--- src/rtl/ddr_cmd_arbiter_pkg.sv ---
// Shared types and constants for the DDR3 command-port arbiter.
package ddr_cmd_arbiter_pkg;

  typedef enum logic [1:0] {
    ST_IDLE = 2'd0,
    ST_WCMD = 2'd1,
    ST_WDAT = 2'd2,
    ST_RCMD = 2'd3
  } arb_state_e;

  localparam logic CMD_READ  = 1'b0;
  localparam logic CMD_WRITE = 1'b1;

endpackage

--- src/rtl/ddr_cmd_arbiter_if.sv ---
// Bundle of the write-path, read-path, data-snoop and controller command signals.
interface ddr_cmd_arbiter_if #(
  parameter int ADDRS        = 32,
  parameter int AXI_ID_WIDTH = 4
);
  // Handshakes: a requester raises wr_store_i / rd_fetch_i with stable id/addr and holds it
  // until the one-cycle accept pulse; a command moves to the controller in any cycle with
  // ctl_valid_o & ctl_ready_i, and ctl_* stay stable while ctl_valid_o is high and ready is low.
  logic                    wr_store_i;
  logic                    wr_accept_o;
  logic [AXI_ID_WIDTH-1:0] wr_wrid_i;
  logic [ADDRS-1:0]        wr_addr_i;
  logic                    wr_dvalid_i;
  logic                    wr_dready_i;
  logic                    wr_dlast_i;
  logic                    rd_fetch_i;
  logic                    rd_accept_o;
  logic [AXI_ID_WIDTH-1:0] rd_rdid_i;
  logic [ADDRS-1:0]        rd_addr_i;
  logic                    ctl_valid_o;
  logic                    ctl_ready_i;
  logic                    ctl_write_o;
  logic [AXI_ID_WIDTH-1:0] ctl_id_o;
  logic [ADDRS-1:0]        ctl_addr_o;
  logic                    arb_err_o;

  modport slave (
    input  wr_store_i, wr_wrid_i, wr_addr_i, wr_dvalid_i, wr_dready_i, wr_dlast_i,
    input  rd_fetch_i, rd_rdid_i, rd_addr_i, ctl_ready_i,
    output wr_accept_o, rd_accept_o, ctl_valid_o, ctl_write_o, ctl_id_o, ctl_addr_o, arb_err_o
  );

  modport master (
    output wr_store_i, wr_wrid_i, wr_addr_i, wr_dvalid_i, wr_dready_i, wr_dlast_i,
    output rd_fetch_i, rd_rdid_i, rd_addr_i, ctl_ready_i,
    input  wr_accept_o, rd_accept_o, ctl_valid_o, ctl_write_o, ctl_id_o, ctl_addr_o, arb_err_o
  );

endinterface

--- src/rtl/ddr_cmd_arbiter_arb_policy.sv ---
// Grant decision for the idle state: reads win unless hazard, write starvation or read-run limit.
module arb_policy
  import ddr_cmd_arbiter_pkg::*;
#(
  parameter int BLK_W        = 25,
  parameter int WR_MAX_WAIT  = 16,
  parameter int RD_BURST_MAX = 4
) (
  input  logic             clock,
  input  logic             reset,
  input  arb_state_e       state,
  input  logic             wr_store,
  input  logic             rd_fetch,
  input  logic [BLK_W-1:0] wr_blk,
  input  logic [BLK_W-1:0] rd_blk,
  output logic             grant_wr,
  output logic             grant_rd
);

  localparam int WW = $clog2(WR_MAX_WAIT + 1);
  localparam int RW = $clog2(RD_BURST_MAX + 1);
  localparam logic [WW-1:0] WAIT_SAT = WW'(WR_MAX_WAIT);
  localparam logic [RW-1:0] RUN_SAT  = RW'(RD_BURST_MAX);

  logic [WW-1:0] wr_wait;
  logic [RW-1:0] rd_run;
  logic          in_idle;
  logic          force_wr;

  always_comb begin
    in_idle  = (state == ST_IDLE);
    force_wr = (rd_blk == wr_blk) || (wr_wait >= WAIT_SAT) || (rd_run >= RUN_SAT);
    grant_wr = in_idle && wr_store && (!rd_fetch || force_wr);
    grant_rd = in_idle && rd_fetch && !grant_wr;
  end

  // wr_wait counts cycles a pending write is bypassed while the port is free or serving a read.
  always_ff @(posedge clock or negedge reset) begin
    if (!reset) begin
      wr_wait <= '0;
      rd_run  <= '0;
    end else begin
      if (grant_wr || !wr_store)
        wr_wait <= '0;
      else if ((in_idle || state == ST_RCMD) && wr_wait != WAIT_SAT)
        wr_wait <= wr_wait + WW'(1);

      if (grant_wr)
        rd_run <= '0;
      else if (grant_rd) begin
        if (rd_run != RUN_SAT)
          rd_run <= rd_run + RW'(1);
      end else if (in_idle && !rd_fetch)
        rd_run <= '0;
    end
  end

endmodule

--- src/rtl/ddr_cmd_arbiter.sv ---
// Shares the DDR3 controller command port between the AXI write and read paths.
module ddr_cmd_arbiter
  import ddr_cmd_arbiter_pkg::*;
#(
  parameter int ADDRS        = 32,
  parameter int AXI_ID_WIDTH = 4,
  parameter int BLOCK_BITS   = 7,
  parameter int WR_MAX_WAIT  = 16,
  parameter int RD_BURST_MAX = 4
) (
  input  logic                clock,
  input  logic                reset,
  ddr_cmd_arbiter_if.slave    bus,
  output arb_state_e          dbg_state
);

  arb_state_e              state_q, state_d;
  logic                    valid_q;
  logic                    write_q;
  logic [AXI_ID_WIDTH-1:0] id_q;
  logic [ADDRS-1:0]        addr_q;
  logic                    err_q;
  logic                    grant_wr, grant_rd;
  logic                    cmd_hs, last_hs, proto_err;

  arb_policy #(
    .BLK_W        (ADDRS - BLOCK_BITS),
    .WR_MAX_WAIT  (WR_MAX_WAIT),
    .RD_BURST_MAX (RD_BURST_MAX)
  ) u_policy (
    .clock    (clock),
    .reset    (reset),
    .state    (state_q),
    .wr_store (bus.wr_store_i),
    .rd_fetch (bus.rd_fetch_i),
    .wr_blk   (bus.wr_addr_i[ADDRS-1:BLOCK_BITS]),
    .rd_blk   (bus.rd_addr_i[ADDRS-1:BLOCK_BITS]),
    .grant_wr (grant_wr),
    .grant_rd (grant_rd)
  );

  always_comb begin
    cmd_hs    = valid_q && bus.ctl_ready_i;
    last_hs   = bus.wr_dvalid_i && bus.wr_dready_i && bus.wr_dlast_i;
    proto_err = (last_hs && state_q != ST_WDAT) ||
                (state_q == ST_WCMD && !bus.wr_store_i) ||
                (state_q == ST_RCMD && !bus.rd_fetch_i);
    state_d   = state_q;
    unique case (state_q)
      ST_IDLE: if (grant_wr) state_d = ST_WCMD;
               else if (grant_rd) state_d = ST_RCMD;
      ST_WCMD: if (cmd_hs) state_d = ST_WDAT;
      ST_WDAT: if (last_hs) state_d = ST_IDLE;
      ST_RCMD: if (cmd_hs) state_d = ST_IDLE;
      default: state_d = ST_IDLE;
    endcase
  end

  always_ff @(posedge clock or negedge reset) begin
    if (!reset) state_q <= ST_IDLE;
    else        state_q <= state_d;
  end

  // Grants only happen in idle, when valid_q is low, so a grant and a handshake never coincide.
  always_ff @(posedge clock or negedge reset) begin
    if (!reset) begin
      valid_q <= 1'b0;
      write_q <= CMD_READ;
      id_q    <= '0;
      addr_q  <= '0;
      err_q   <= 1'b0;
    end else begin
      if (grant_wr || grant_rd) begin
        valid_q <= 1'b1;
        write_q <= grant_wr ? CMD_WRITE : CMD_READ;
        id_q    <= grant_wr ? bus.wr_wrid_i : bus.rd_rdid_i;
        addr_q  <= grant_wr ? bus.wr_addr_i : bus.rd_addr_i;
      end else if (cmd_hs) begin
        valid_q <= 1'b0;
      end
      if (proto_err) err_q <= 1'b1;
    end
  end

  assign bus.ctl_valid_o = valid_q;
  assign bus.ctl_write_o = write_q;
  assign bus.ctl_id_o    = id_q;
  assign bus.ctl_addr_o  = addr_q;
  assign bus.arb_err_o   = err_q;
  assign bus.wr_accept_o = cmd_hs && (write_q == CMD_WRITE);
  assign bus.rd_accept_o = cmd_hs && (write_q == CMD_READ);
  assign dbg_state       = state_q;

endmodule

--- src/flat_wrapper.sv ---
// flat-port wrapper written by rule: the top's interface ports become plain ports
module ddr_cmd_arbiter_flat import ddr_cmd_arbiter_pkg::*;
#(
  parameter int ADDRS        = 32,
  parameter int AXI_ID_WIDTH = 4,
  parameter int BLOCK_BITS   = 7,
  parameter int WR_MAX_WAIT  = 16,
  parameter int RD_BURST_MAX = 4
)
  (clock, reset, dbg_state, bus_wr_store_i, bus_wr_wrid_i, bus_wr_addr_i, bus_wr_dvalid_i, bus_wr_dready_i, bus_wr_dlast_i, bus_rd_fetch_i, bus_rd_rdid_i, bus_rd_addr_i, bus_ctl_ready_i, bus_wr_accept_o, bus_rd_accept_o, bus_ctl_valid_o, bus_ctl_write_o, bus_ctl_id_o, bus_ctl_addr_o, bus_arb_err_o);
  ddr_cmd_arbiter_if #(.ADDRS(ADDRS), .AXI_ID_WIDTH(AXI_ID_WIDTH)) bus_i ();
  input  logic clock;
  input  logic reset;
  output arb_state_e dbg_state;
  input wire logic [$bits(bus_i.wr_store_i)-1:0] bus_wr_store_i;
  input wire logic [$bits(bus_i.wr_wrid_i)-1:0] bus_wr_wrid_i;
  input wire logic [$bits(bus_i.wr_addr_i)-1:0] bus_wr_addr_i;
  input wire logic [$bits(bus_i.wr_dvalid_i)-1:0] bus_wr_dvalid_i;
  input wire logic [$bits(bus_i.wr_dready_i)-1:0] bus_wr_dready_i;
  input wire logic [$bits(bus_i.wr_dlast_i)-1:0] bus_wr_dlast_i;
  input wire logic [$bits(bus_i.rd_fetch_i)-1:0] bus_rd_fetch_i;
  input wire logic [$bits(bus_i.rd_rdid_i)-1:0] bus_rd_rdid_i;
  input wire logic [$bits(bus_i.rd_addr_i)-1:0] bus_rd_addr_i;
  input wire logic [$bits(bus_i.ctl_ready_i)-1:0] bus_ctl_ready_i;
  output wire logic [$bits(bus_i.wr_accept_o)-1:0] bus_wr_accept_o;
  output wire logic [$bits(bus_i.rd_accept_o)-1:0] bus_rd_accept_o;
  output wire logic [$bits(bus_i.ctl_valid_o)-1:0] bus_ctl_valid_o;
  output wire logic [$bits(bus_i.ctl_write_o)-1:0] bus_ctl_write_o;
  output wire logic [$bits(bus_i.ctl_id_o)-1:0] bus_ctl_id_o;
  output wire logic [$bits(bus_i.ctl_addr_o)-1:0] bus_ctl_addr_o;
  output wire logic [$bits(bus_i.arb_err_o)-1:0] bus_arb_err_o;
  assign bus_i.wr_store_i = bus_wr_store_i;
  assign bus_i.wr_wrid_i = bus_wr_wrid_i;
  assign bus_i.wr_addr_i = bus_wr_addr_i;
  assign bus_i.wr_dvalid_i = bus_wr_dvalid_i;
  assign bus_i.wr_dready_i = bus_wr_dready_i;
  assign bus_i.wr_dlast_i = bus_wr_dlast_i;
  assign bus_i.rd_fetch_i = bus_rd_fetch_i;
  assign bus_i.rd_rdid_i = bus_rd_rdid_i;
  assign bus_i.rd_addr_i = bus_rd_addr_i;
  assign bus_i.ctl_ready_i = bus_ctl_ready_i;
  assign bus_wr_accept_o = bus_i.wr_accept_o;
  assign bus_rd_accept_o = bus_i.rd_accept_o;
  assign bus_ctl_valid_o = bus_i.ctl_valid_o;
  assign bus_ctl_write_o = bus_i.ctl_write_o;
  assign bus_ctl_id_o = bus_i.ctl_id_o;
  assign bus_ctl_addr_o = bus_i.ctl_addr_o;
  assign bus_arb_err_o = bus_i.arb_err_o;
  ddr_cmd_arbiter #(.ADDRS(ADDRS), .AXI_ID_WIDTH(AXI_ID_WIDTH), .BLOCK_BITS(BLOCK_BITS), .WR_MAX_WAIT(WR_MAX_WAIT), .RD_BURST_MAX(RD_BURST_MAX)) u_core (.clock(clock), .reset(reset), .bus(bus_i), .dbg_state(dbg_state));
endmodule
--- config.mk ---
export PLATFORM = sky130hd
export DESIGN_NAME = ddr_cmd_arbiter_flat
export DESIGN_NICKNAME = d
export VERILOG_FILES = /design/src/rtl/ddr_cmd_arbiter_pkg.sv /design/src/rtl/ddr_cmd_arbiter_if.sv /design/src/rtl/ddr_cmd_arbiter_arb_policy.sv /design/src/rtl/ddr_cmd_arbiter.sv /design/src/flat_wrapper.sv
export SDC_FILE = /design/constraint.sdc
export NUM_CORES = 1
export LEC_CHECK = 0
export ABC_AREA = 1
export CORE_MARGIN = 8
export CORE_UTILIZATION = 35
export CTS_BUF_LIST = sky130_fd_sc_hd__clkbuf_4 sky130_fd_sc_hd__clkbuf_8 sky130_fd_sc_hd__clkbuf_16
export CTS_CLUSTER_SIZE = 14
export DETAILED_ROUTE_END_ITERATION = 8
export DONT_BUFFER_PORTS = 1
export PLACE_DENSITY = 0.6
export SLEW_MARGIN = 10
export SYNTH_ARGS = -nofsm -noshare
export SYNTH_HDL_FRONTEND = slang
export SYNTH_HIERARCHICAL = 1
export SYNTH_SLANG_ARGS = --single-unit
--- constraint.sdc ---
create_clock -name clock -period 2.1 [get_ports clock]
set_input_delay 0.315 -clock clock [delete_from_list [all_inputs] [get_ports clock]]
set_output_delay 0.315 -clock clock [all_outputs]
set_load 0.005 [all_outputs]
# --- After elaboration in Yosys (flattened, before gate mapping) ---
# Cells that the tools add are included.
op_classes:
  addsub: 2
  n_eq_ne: 12
  mux: 17
  order_cmp: 2
  mul: 0
  bitwise: 1
  n_shift: 0
  div: 0
  reduce_logical: 31
op_table:
  columns: ["cell", "n"]
  rows:
  - ["$mux 32", 1]
  - ["$eq 25x25->1", 1]
  - ["$logic_and 1x1->1", 14]
  - ["$mux 3", 4]
  - ["$mux 2", 5]
  - ["$mux 5", 2]
  - ["$logic_or 1x1->1", 8]
  - ["$pmux 2 s4", 1]
  - ["$ne 2x1->1 const B", 3]
  - ["$add 5x1->5 const B", 1]
  - ["$ge 5x5->1 const B", 1]
  - ["$ne 5x5->1 const B", 1]
  - ["$eq 2x2->1 const B", 2]
  - ["$mux 4", 1]
  - ["$reduce_and 4->1", 1]
  - ["$reduce_bool 2->1", 2]
  - ["$add 3x1->3 const B", 1]
  - ["$ge 3x3->1 const B", 1]
  - ["$logic_not 1->1", 3]
  - ["$mux 1", 3]
  - ["$ne 3x1->1 const B", 1]
  - ["$ne 3x2->1 const B", 1]
  - ["$ne 3x3->1 const B", 1]
  - ["$reduce_bool 3->1", 1]
  - ["other kinds (5)", 5]
totals:
  input_bits: 80
  ram_bits: 0
  register_bits: 49
  latchBits: 0
  rom_bits: 0
  word_cells: 73
  memories: 0
  output_inout_bits: 43

# --- Logic depth before layout (Yosys ltp) ---
logic_depth:
  word_depth: 10
  mapped_depth: 16
  depth_no_buf: 15

# --- Modules after synthesis ---
# The synthesis kept the hierarchy.
modules_own_cells:
  columns: ["module", "seq_area_each_um2", "area_each_um2", "cells_each", "n_inst"]
  rows:
  - ["ddr_cmd_arbiter", 1026.0, 1826.8, 228, 1]
  - ["arb_policy", 200.2, 955.9, 163, 1]

# --- Least setup slack after synthesis ---
# No wires, ideal clock.
synth_path:
  kind: "register to register"
  from: "register u_core.state_q[1], in the netlist u_core/dbg_state[1]"
  to: "register u_core.addr_q[10], in the netlist u_core/bus.ctl_addr_o[10]"
  period_less_slack_ps: 1689
  t_arrival_ps: 1620
  setup_time_ps: 69
  path_stages_with_launch: 11
  t_required_ps: 2031
  path_slack_ps: 411
  path_buffers: 1
  cell_sequence: "dfrtp_1 inv_1 ha_1 nand2_1 inv_1 a21oi_2 inv_1 nor2_4 buf_2 nand2_1 nand3_1"
synth_via:
  elab_chain_cells: 6
  word_cells_on_any_way: 8
  cone_classes: "1 x mux; 7 x reduce/logical"
synth_rtl:
  columns: ["element", "line", "rtl"]
  rows:
  - ["from (decl)", "ddr_cmd_arbiter.sv:17", "arb_state_e state_q, state_d;"]
  - ["from (signal assigned)", "ddr_cmd_arbiter.sv:61", "else state_q <= state_d;"]
  - ["$logic_not 2->1 *", "ddr_cmd_arbiter_arb_policy.sv:31", "in_idle = (state == ST_IDLE);"]
  - ["$logic_and 1x1->1 (2 in series)", "ddr_cmd_arbiter_arb_policy.sv:33", "grant_wr = in_idle && wr_store && (!rd_fetch || force_wr);"]
  - ["$logic_not 1->1", "ddr_cmd_arbiter_arb_policy.sv:34", "grant_rd = in_idle && rd_fetch && !grant_wr;"]
  - ["$logic_and 1x1->1 *", "ddr_cmd_arbiter_arb_policy.sv:34", null]
  - ["net u_core.grant_rd", "ddr_cmd_arbiter.sv:23", "logic grant_wr, grant_rd;"]
  - ["$logic_or 1x1->1 *", "ddr_cmd_arbiter.sv:73", "if (grant_wr || grant_rd) begin"]
  - ["to (signal assigned)", "ddr_cmd_arbiter.sv:77", "addr_q <= grant_wr ? bus.wr_addr_i : bus.rd_addr_i;"]
  - ["to (decl)", "ddr_cmd_arbiter.sv:21", "logic [ADDRS-1:0] addr_q;"]
# The timed path passes the listed nets; every way through them passes the cells marked *.
# A chain may end at the register's enable or synchronous reset.

# --- Worst setup path after layout ---
layout_path:
  from: "register u_core.state_q[0], in the netlist u_core/dbg_state[0]"
  to: "register u_core.addr_q[11], in the netlist u_core/bus.ctl_addr_o[11]"
layout_via:
  elab_chain_cells: 6
  word_cells_on_any_way: 8
  cone_classes: "1 x mux; 7 x reduce/logical"
layout_rtl:
  columns: ["element", "line"]
  rows:
  - ["$logic_not 2->1 *", "ddr_cmd_arbiter_arb_policy.sv:31"]
  - ["$logic_and 1x1->1 * (2 in series)", "ddr_cmd_arbiter_arb_policy.sv:33"]
  - ["net u_core.grant_wr", "ddr_cmd_arbiter.sv:23"]
  - ["$logic_not 1->1", "ddr_cmd_arbiter_arb_policy.sv:34"]
  - ["$logic_and 1x1->1", "ddr_cmd_arbiter_arb_policy.sv:34"]
  - ["$logic_or 1x1->1", "ddr_cmd_arbiter.sv:73"]
# Marked as above.

==> impl_metrics.tcl <==
set metrics [dict create \
    die_h_um 105 \
    antennaDiodeCount 0 \
    final.period_utilization_pct 89.4 \
    fp-row-count 32 \
    average_via_count_per_standard_cell 4.75 \
    drt_drc_violations_left 0 \
    grt_pass1_vias 2531 \
    gp_congestion 0.695 \
    post_route_worst_hold_slack_ns 0.109 \
    tritoncts "done" \
    pins_over_their_slew_limit 0 \
    post_synth_edffs 0 \
    max_freq_mhz 533 \
    final_layout_size_suffix_gt1_share_pct 7.02 \
    grt_start_max_net_pins 50 \
    report.power.total_w 0.00357 \
    slew-limit-headroom_pct 77.1 \
    routed_wirelength_um 7500 \
    finClkSkew_ns 0.00231 \
    gr-usage-all-layers_pct 13.8 \
    timing_worst_slew_pin_value_ns 0.342 \
    drv_cap 0 \
    cts_buffers 5 \
    grt_antenna_before_repair 0 \
    wl_per_cell_um 15.0 \
    synth.avg_cell_area_sq_um 7.12 \
    detailed_place.area_sq_mm 0.00292 \
    synthDistinctLibCells 27 \
    grt_overflow 0 \
    worst_voltage_drop_across_the_vdd_grid_mv 0.353 \
    synth_nets 476 \
    global_route_wire_length_before_repair_um 12600 \
    final_cell_area_sq_mm 0.00305 \
    yosys_warnings 6 \
    final_hold_viols 0 \
    nNetsFinal 483 \
    synth_cells 391 \
    crit_top_cell "inv_1" \
    setup_viol_count_final 0 \
    criticalPathCategory "reg -> reg" \
    detail_route.iter0.violations 91 \
    tritoncts_num_sinks 49 \
    root_buffer "clkbuf_8" \
    instances_no_fill 501 \
    grt_setup_unrepaired "false" \
    layout_area_growth_over_synthesis_pct 9.76 \
    clock_path_buffers 2 \
    placed_instances 491 \
    worstSetupStartpointType "flop" \
    via_count 2382 \
    boundary_pins 123 \
    port_buffers 0 \
    hold_class "in -> reg" \
    synth_area_sq_mm 0.00278 \
    die-area_sq_mm 0.0111 \
    antenna_left 0 \
    critical-path-slowest-cell "dfrtp_1" \
    fin_crit_ns 1.88 \
    crit_required_ns 2.34 \
    clock_tree.htree_level_count 2 \
    crit_chain "inv_1 > ha_1 > nand2_1 > inv_1 > nand2_2 > inv_1 > buf_4 > a22oi_1 > nand2_1" \
    worst-path-max-fanout 25 \
    status "completed" \
    ys_async_sr_fraction_pct 100 \
    worst_setup_path_end_kind "flop" \
    slowest_delay_ns 0.40 \
    setup-tns-final_ns 0 \
    synth-seq-area-share_pct 44.1 \
    critPathArrivalTime_ns 2.12 \
    cts.clk_slew.worst_paths_ns 0.09 \
    leakage_power_nw 1.62 \
    floorplan.core_area_sq_mm 0.00773 \
    postSynthRegisterBits 49 \
    floorplan.initialDensity_pct 36.0 \
    worstSkewPairLatency_ns 0.30 \
    synth_top_flop_cell "dfrtp_1" \
    powerDensity_mw_per_mm2 1170 \
    drt_first_pass_iters 4 \
    hpwl_um 5750 \
    floorplan.die.width_um 105 \
]
logic make-up (layout without fill, tap and decap cells):
group           Yosys count  count (layout)  share of synthesized area, %
flops                    49              49                          44.1
simple gates            258             258                          38.4
compound gates            9               9                          2.38
xor+xnor                 14              14                          4.41
buf+inv                  56              64                          8.45
fa+ha+maj                 5               5                          2.25
layout by cell type (no fill, tap or decap), drive strengths merged:
master | synthesis | final
xor2 | 9 | 9
nand4 | 4 | 4
clkbuf | 1 | 6
clkinv | 0 | 2
o21a | 1 | 1
o21ai | 1 | 1
xnor2 | 5 | 5
inv | 44 | 44
a22oi | 1 | 1
nor3b | 2 | 2
ha | 5 | 5
o31ai | 2 | 2
dlygate4sd3 | 0 | 1
a21oi | 3 | 3
nand3 | 45 | 45
o21bai | 1 | 1
dfrtp | 49 | 49
nor2 | 34 | 34
buf | 11 | 11
nand2 | 172 | 172
nand2b | 1 | 1
through the flow:
| stage | setup WS (ns) | util, % |
|---|---|---|
| finish | 0.222 | 39.5 |
| global route | 0.0172 | 39.5 |
| CTS | 0.188 | 39.4 |
| detailed placement | 0.146 | 37.8 |
| global placement | 0.228 | 37.8 |
| floorplan | 0.411 | - |
flip-flops by register name (all words and copies together) (netlist names):
| signal | cells |
|---|---|
| u_core/bus.arb_err_o | 1 |
| u_core/bus.ctl_id_o | 4 |
| u_core/dbg_state | 2 |
| u_core/u_policy/rd_run | 3 |
| u_core/bus.ctl_valid_o | 1 |
| u_core/bus.ctl_write_o | 1 |
| u_core/bus.ctl_addr_o | 32 |
| u_core/u_policy/wr_wait | 5 |
critical path, delay by kind of cell, from the launching register on:
| kind | cells | cell delay, ns |
|---|---|---|
| flops | 1 | 0.40 |
| fa+ha+maj | 1 | 0.27 |
| simple gates | 3 | 0.25 |
| buf+inv | 4 | 0.76 |
| compound gates | 1 | 0.14 |
routing by layer:
layer | up-vias | routed length (um) | global-route usage, %
met5 | - | 0 | 0
met4 | 0 | 76 | 3.67
met3 | 5 | 951 | 7.06
met2 | 88 | 3500 | 23.2
met1 | 1084 | 2980 | 15.1
li1 | 1205 | - | -
cells in the mapped netlist (2+ instances only):
library cell	instances	area, sq um
xnor2_1	5	43.8
inv_1	44	165
ha_1	5	62.6
nand4_1	4	25.0
buf_2	8	40.0
buf_4	2	15.0
nand3_1	44	220
nor2_1	33	124
nand2_1	169	634
nand2_2	3	18.8
dfrtp_1	49	1230
xor2_1	9	78.8
a21oi_1	2	10.0
worst paths after layout:
kind / slack (ns) / end / startpoint / cells after the start
worst max register to register: 0.22 / u_core/bus.ctl_addr_o[11] / u_core/dbg_state[0] / 9
worst max-delay path: 0.22 / u_core/bus.ctl_addr_o[11] / u_core/dbg_state[0] / 9
min in group asynchronous: 0.51 / u_core/bus.ctl_addr_o[18] / reset / 2
worst min register to register: 0.51 / u_core/bus.arb_err_o / u_core/bus.arb_err_o / 2
max in group asynchronous: 1.33 / u_core/bus.ctl_addr_o[6] / reset / 2
worst min-delay path: 0.11 / u_core/bus.ctl_valid_o / bus_ctl_ready_i / 1
power breakdown:
group / switching [W] / internal, W / total, W
Sequential: 0.000350 / 0.00135 / 0.00170
Combinational: 0.000787 / 0.000513 / 0.00130
Clock: 0.000323 / 0.000245 / 0.000568
final cells by class:
class	instances	area, sq um
Clock buffer	6	76.3
Clock inverter	2	10.0
Inverter	44	165
Multi-Input combinational cell	286	1340
Timing Repair Buffer	12	113
Tap cell	102	128
Fill cell	823	4670
Sequential cell	49	1230
timing repair:
item                                    4_1_cts  5_1_grt
buffers inserted                              0        0
hold buffers                                  2        0
endpoints found under the hold margin        49        0
resized for setup                             0        1
endpoints found under the setup margin        0       17
(Power assumes the default switching activity.)
